===== src/rtl/bin2bcd_if.sv =====
// Handshake/result bundle between a value source and the bin2bcd_seq converter.
interface bin2bcd_if #(
  parameter int unsigned WIDTH  = 8,
  parameter int unsigned DIGITS = 3
);
  logic                  start;
  logic [WIDTH-1:0]      bin;
  logic                  busy;
  logic                  done;
  logic [4*DIGITS-1:0]   bcd;
  logic [DIGITS-1:0]     blank;

  modport master (
    output start, bin,
    input  busy, done, bcd, blank
  );

  modport slave (
    input  start, bin,
    output busy, done, bcd, blank
  );
endinterface


===== src/rtl/bin2bcd_seq.sv =====
// Sequential double-dabble binary-to-BCD converter, one input bit per cycle.
// Result, blank mask, busy and done are all register outputs; bcd/blank are held
// between conversions. Optional leading-zero blanking: define BIN2BCD_BLANK_EN.
module bin2bcd_seq #(
  parameter int unsigned WIDTH  = 8,
  parameter int unsigned DIGITS = 3
) (
  input  logic       clk_i,
  input  logic       rst_ni,
  bin2bcd_if.slave   bus
);
  localparam int unsigned CntW = $clog2(WIDTH + 1);

  typedef enum logic [1:0] {StIdle, StShift, StDone} state_e;

  state_e                state_q, state_d;
  logic [WIDTH-1:0]      sreg_q, sreg_d;
  logic [4*DIGITS-1:0]   scr_q, scr_d, scr_adj;
  logic [4*DIGITS-1:0]   bcd_q, bcd_d;
  logic [CntW-1:0]       cnt_q, cnt_d;
  logic                  busy_q, done_q;

  // Add-3 correction on every scratch digit that is 5 or more.
  always_comb begin
    scr_adj = scr_q;
    for (int i = 0; i < int'(DIGITS); i++) begin
      if (scr_q[4*i +: 4] >= 4'd5) scr_adj[4*i +: 4] = scr_q[4*i +: 4] + 4'd3;
    end
  end

  // Next-state and datapath control.
  always_comb begin
    state_d = state_q;
    sreg_d  = sreg_q;
    scr_d   = scr_q;
    cnt_d   = cnt_q;
    bcd_d   = bcd_q;
    unique case (state_q)
      StIdle: begin
        if (bus.start) begin
          sreg_d  = bus.bin;
          scr_d   = '0;
          cnt_d   = CntW'(WIDTH);
          state_d = StShift;
        end
      end
      StShift: begin
        // Digits that overflow the top of scr are dropped (truncation).
        {scr_d, sreg_d} = {scr_adj, sreg_q} << 1;
        cnt_d = cnt_q - CntW'(1);
        if (cnt_q == CntW'(1)) state_d = StDone;
      end
      StDone: begin
        bcd_d   = scr_q;
        state_d = StIdle;
      end
      default: state_d = StIdle;
    endcase
  end

  // State and output registers.
  always_ff @(posedge clk_i or negedge rst_ni) begin
    if (!rst_ni) begin
      state_q <= StIdle;
      sreg_q  <= '0;
      scr_q   <= '0;
      cnt_q   <= '0;
      bcd_q   <= '0;
      busy_q  <= 1'b0;
      done_q  <= 1'b0;
    end else begin
      state_q <= state_d;
      sreg_q  <= sreg_d;
      scr_q   <= scr_d;
      cnt_q   <= cnt_d;
      bcd_q   <= bcd_d;
      busy_q  <= (state_d != StIdle);
      done_q  <= (state_q == StDone);
    end
  end

  assign bus.busy = busy_q;
  assign bus.done = done_q;
  assign bus.bcd  = bcd_q;

`ifdef BIN2BCD_BLANK_EN
  logic [DIGITS-1:0] blank_q, blank_d;

  // Blank digit i (i >= 1) when it and every higher digit are zero; ones digit always shown.
  always_comb begin
    logic upper_zero;
    blank_d    = blank_q;
    upper_zero = 1'b1;
    if (state_q == StDone) begin
      blank_d = '0;
      for (int i = int'(DIGITS) - 1; i >= 1; i--) begin
        upper_zero = upper_zero & (scr_q[4*i +: 4] == 4'd0);
        blank_d[i] = upper_zero;
      end
    end
  end

  // Blank mask register; resets to "show only the ones digit".
  always_ff @(posedge clk_i or negedge rst_ni) begin
    if (!rst_ni) begin
      blank_q <= ~DIGITS'(1);
    end else begin
      blank_q <= blank_d;
    end
  end

  assign bus.blank = blank_q;
`else
  assign bus.blank = '0;
`endif

endmodule


===== src/flat_wrapper.sv =====
// flat-port wrapper written by rule: the top's interface ports become plain ports
module bin2bcd_seq_flat 
#(
  parameter int unsigned WIDTH  = 8,
  parameter int unsigned DIGITS = 3
)
  (clk_i, rst_ni, bus_start, bus_bin, bus_busy, bus_done, bus_bcd, bus_blank);
  bin2bcd_if #(.WIDTH(WIDTH), .DIGITS(DIGITS)) bus_i ();
  input  logic clk_i;
  input  logic rst_ni;
  input wire logic [$bits(bus_i.start)-1:0] bus_start;
  input wire logic [$bits(bus_i.bin)-1:0] bus_bin;
  output wire logic [$bits(bus_i.busy)-1:0] bus_busy;
  output wire logic [$bits(bus_i.done)-1:0] bus_done;
  output wire logic [$bits(bus_i.bcd)-1:0] bus_bcd;
  output wire logic [$bits(bus_i.blank)-1:0] bus_blank;
  assign bus_i.start = bus_start;
  assign bus_i.bin = bus_bin;
  assign bus_busy = bus_i.busy;
  assign bus_done = bus_i.done;
  assign bus_bcd = bus_i.bcd;
  assign bus_blank = bus_i.blank;
  bin2bcd_seq #(.WIDTH(WIDTH), .DIGITS(DIGITS)) u_core (.clk_i(clk_i), .rst_ni(rst_ni), .bus(bus_i));
endmodule

===== config.mk =====
export PLATFORM = sky130hd
export DESIGN_NAME = bin2bcd_seq_flat
export DESIGN_NICKNAME = d
export VERILOG_FILES = /design/src/rtl/bin2bcd_if.sv /design/src/rtl/bin2bcd_seq.sv /design/src/flat_wrapper.sv
export SDC_FILE = /design/constraint.sdc
export NUM_CORES = 1
export LEC_CHECK = 0
export CAP_MARGIN = 20
export CORE_MARGIN = 2
export CORE_UTILIZATION = 53
export CTS_BUF_LIST = sky130_fd_sc_hd__clkbuf_8 sky130_fd_sc_hd__clkbuf_16
export CTS_CLUSTER_DIAMETER = 50
export DETAILED_ROUTE_END_ITERATION = 6
export PLACE_DENSITY = 0.9
export SLEW_MARGIN = 25
export SYNTH_ARGS = -nofsm -noshare
export SYNTH_HDL_FRONTEND = slang
export SYNTH_SLANG_ARGS = --single-unit

===== constraint.sdc =====
create_clock -name clk_i -period 1.6 [get_ports clk_i]
set_input_delay 0.24 -clock clk_i [delete_from_list [all_inputs] [get_ports clk_i]]
set_output_delay 0.24 -clock clk_i [all_outputs]
set_load 0.02 [all_outputs]

==> qor.yml <==
floorplanning:
  die_y_um: 63.6
  dieArea_mm2: 0.00404
  start_util: 0.560
  die_x_um: 63.6
  core-area_mm2: 0.00336
  num_rows: 21
  ioPinCount: 28
grt:
  grt_pass1_wl_mm: 6.26
  gr-total-overflow: 0
  antenna_found_initial: 0
  met1_usage: 0.258
  grt_pass1_vias: 1439
  busiest_layer: "met2"
  grt_use_total: 0.197
  met3_usage: 0.0482
  grt_max_degree: 26
  grtUsageMet2: 0.320
critical_path:
  crit_required_ns: 1.36
  start_kind: "register"
  cp_slowest_stage_delay_ns: 0.61
  crit_buf_inv: 1
  worst_path_dominant_cell_family: "buffers and inverters"
  startpoint: "u_core.bus.bcd[9]"
  critical_path_class: "reg2out"
  r2r_start: "u_core.scr_q[4]"
  worstPathArrival_ns: 1.26
  path_cells: "clkdlybuf4s50_1"
  critPathSlowestCell: "clkdlybuf4s50_1"
  endpoint_kind: "output port"
  path_max_fanout: 2
synthesis:
  synth_mux_area_frac: 0.0113
  synth_xor_area_frac: 0.00931
  synth-edff-count: 0
  synth_area_leaders: "dfrtp_1 (53%), o21ai_0 (6.1%), nand2_1 (5.8%)"
  ys_top_cells_by_count: "dfrtp_1 (40), nand2_1 (29), o21ai_0 (23), inv_1 (16), ha_1 (8)"
  synth-main-ff-cell: "dfrtp_1"
  synth_cell_types: 35
  synth-simple-area-share: 0.0971
  synth_fa_ha_area_frac: 0.0532
  netlist_area_mm2: 0.00188
  syn_area_per_cell_um2: 10.2
  async_flop_share: 1.00
  synth_top_family_by_area: "compound AO/OA/AOI/OAI gates"
  synth_top_area_frac: 0.532
  synth_most_common_cell: "dfrtp_1"
  ys.warnings.count: 0
  synth_compound_area_frac: 0.221
  ys_seq_area_frac: 0.532
  synth_top_area_cell: "dfrtp_1"
  synth_cells: 185
  ys_seq_elements: 40
route:
  first_pass_iters: 4
  wl_mm: 3.40
  avgViaCountPerCell: 5.40
  antenna_left: 0
  drc: 0
  avgRoutedWirePerCell_um: 13.0
  via_count: 1416
  drt_iter0_drc: 71
clocking:
  htree_levels: 2
  clk_pin_slew_ns: 0.08
  cts_buffers: 5
  insertion_delay_ns: 0.29
  tritoncts: "built"
  post_cts_buffers: 0
  cts_root_buf: "clkbuf_8"
  cts_max_path_buffers: 2
  clkSinkCount: 40
timing:
  fmax_mhz: 666
  period_share: 0.938
  skew_ns: 0.00768
  setup_viol: 0
  slew_viol_final: 0
  min_period_ns: 1.50
  grt_setup_unrepaired: "false"
  tns_ns: 0
  hold_ws_ns: 0.405
  hold_viol: 0
final_layout:
  design_area_mm2: 0.00228
  n_antenna_cell: 0
  drive_above_1_share: 0.0972
  nNetsFinal: 234
  area_delta_synth_final_pct: 21.0
  layout.filler_cells: 280
  utilization: 0.677
min_path:
  hold_class: "in2async"
placement:
  dp_hpwl_mm: 2.47
  io_buffers: 24
  dpl_cell_area_mm2: 0.00217
  gp_congestion: 0.796
power:
  vdd_drop_max_mv: 0.786
  power.leakage_nw: 1.02
  p_per_area_mw_per_mm2: 1860
job:
  drv_cap: 0
run_status:
  status: "finished, final reports clean"
==> cell usage in the layout (no fill, tap or decap), types with 3 or more instances in the layout <==
| master | instances |
|---|---|
| conb_1 | 3 |
| inv_1 | 16 |
| o221ai_1 | 3 |
| nand2_1 | 29 |
| a32o_1 | 3 |
| o21ai_0 | 23 |
| clkdlybuf4s50_1 | 23 |
| o2111ai_1 | 6 |
| a22oi_1 | 7 |
| dfrtp_1 | 40 |
| buf_4 | 9 |
| ha_1 | 8 |
| nor2_1 | 3 |
| o31ai_1 | 3 |
| clkbuf_8 | 6 |
| o21a_1 | 3 |
| nand2b_1 | 3 |
| nor2b_1 | 4 |
| o311ai_1 | 3 |
==> sequential cells by signal (all words and copies together) (netlist names) <==
register	count
u_core.bus.bcd	12
u_core.state_q	2
u_core.bus.busy	1
u_core.scr_q	12
u_core.cnt_q	4
u_core.bus.done	1
u_core.sreg_q	8
==> cell type report <==
| type | instances | area, um^2 | area share |
|---|---|---|---|
| Timing Repair Buffer | 34 | 313 | 0.137 |
| Tap cell | 46 | 57.6 | 0.0253 |
| Clock inverter | 2 | 10.0 | 0.00440 |
| Clock buffer | 6 | 82.6 | 0.0363 |
| Sequential cell | 40 | 1000 | 0.440 |
| Multi-Input combinational cell | 117 | 749 | 0.329 |
| Inverter | 17 | 63.8 | 0.0280 |
==> what timing repair did <==
action,CTS,global route
hold buffers,1,0
gates resized for setup,0,0
endpoints found under the hold margin,17,0
==> cell families (layout without fill, tap and decap cells) <==
kind of cell | count (synthesis) | after routing
AOI/OAI and AO/OA | 60 | 60
xor gates and xnor gates | 2 | 2
adders and majority gates | 8 | 8
buffers and inverters | 30 | 59
DFF | 40 | 40
muxes | 2 | 2
other | 1 | 3
and+or+nand+nor | 42 | 42
==> power by group <==
group	total, W	switching (W)	internal (W)
clock	0.000693	0.000348	0.000344
combinational	0.00187	0.00102	0.000855
sequential	0.00168	0.000280	0.00140
==> through the flow <==
stage               cells  worst slack [ns]  power, W
finish                262            0.0986   0.00425
global route          262            0.0385   0.00460
CTS                   262            0.0998   0.00427
detailed placement    253             0.132   0.00356
global placement      253             0.186   0.00348
floorplan             187             0.323   0.00296
==> metal layers <==
metal | share of wire | vias up
li1 | - | 703
met1 | 0.47 | 672
met2 | 0.47 | 36
met3 | 0.042 | 5
met4 | 0.016 | 0
met5 | 0 | -
==> path summary, 6_finish.rpt <==
check / to / slack (ns) / cells past startpoint
worst max-delay path: bus_bcd[9] / 0.1 / 1
worst min-delay path: u_core.bus.bcd[2] / 0.41 / 2
worst max register to register: u_core.scr_q[8] / 0.12 / 5
worst min register to register: u_core.bus.bcd[8] / 0.48 / 2
max in group asynchronous: u_core.state_q[1] / 0.68 / 3
min in group clk_i: u_core.bus.bcd[8] / 0.48 / 2
No activity file was read; power rests on OpenSTA's default activity.
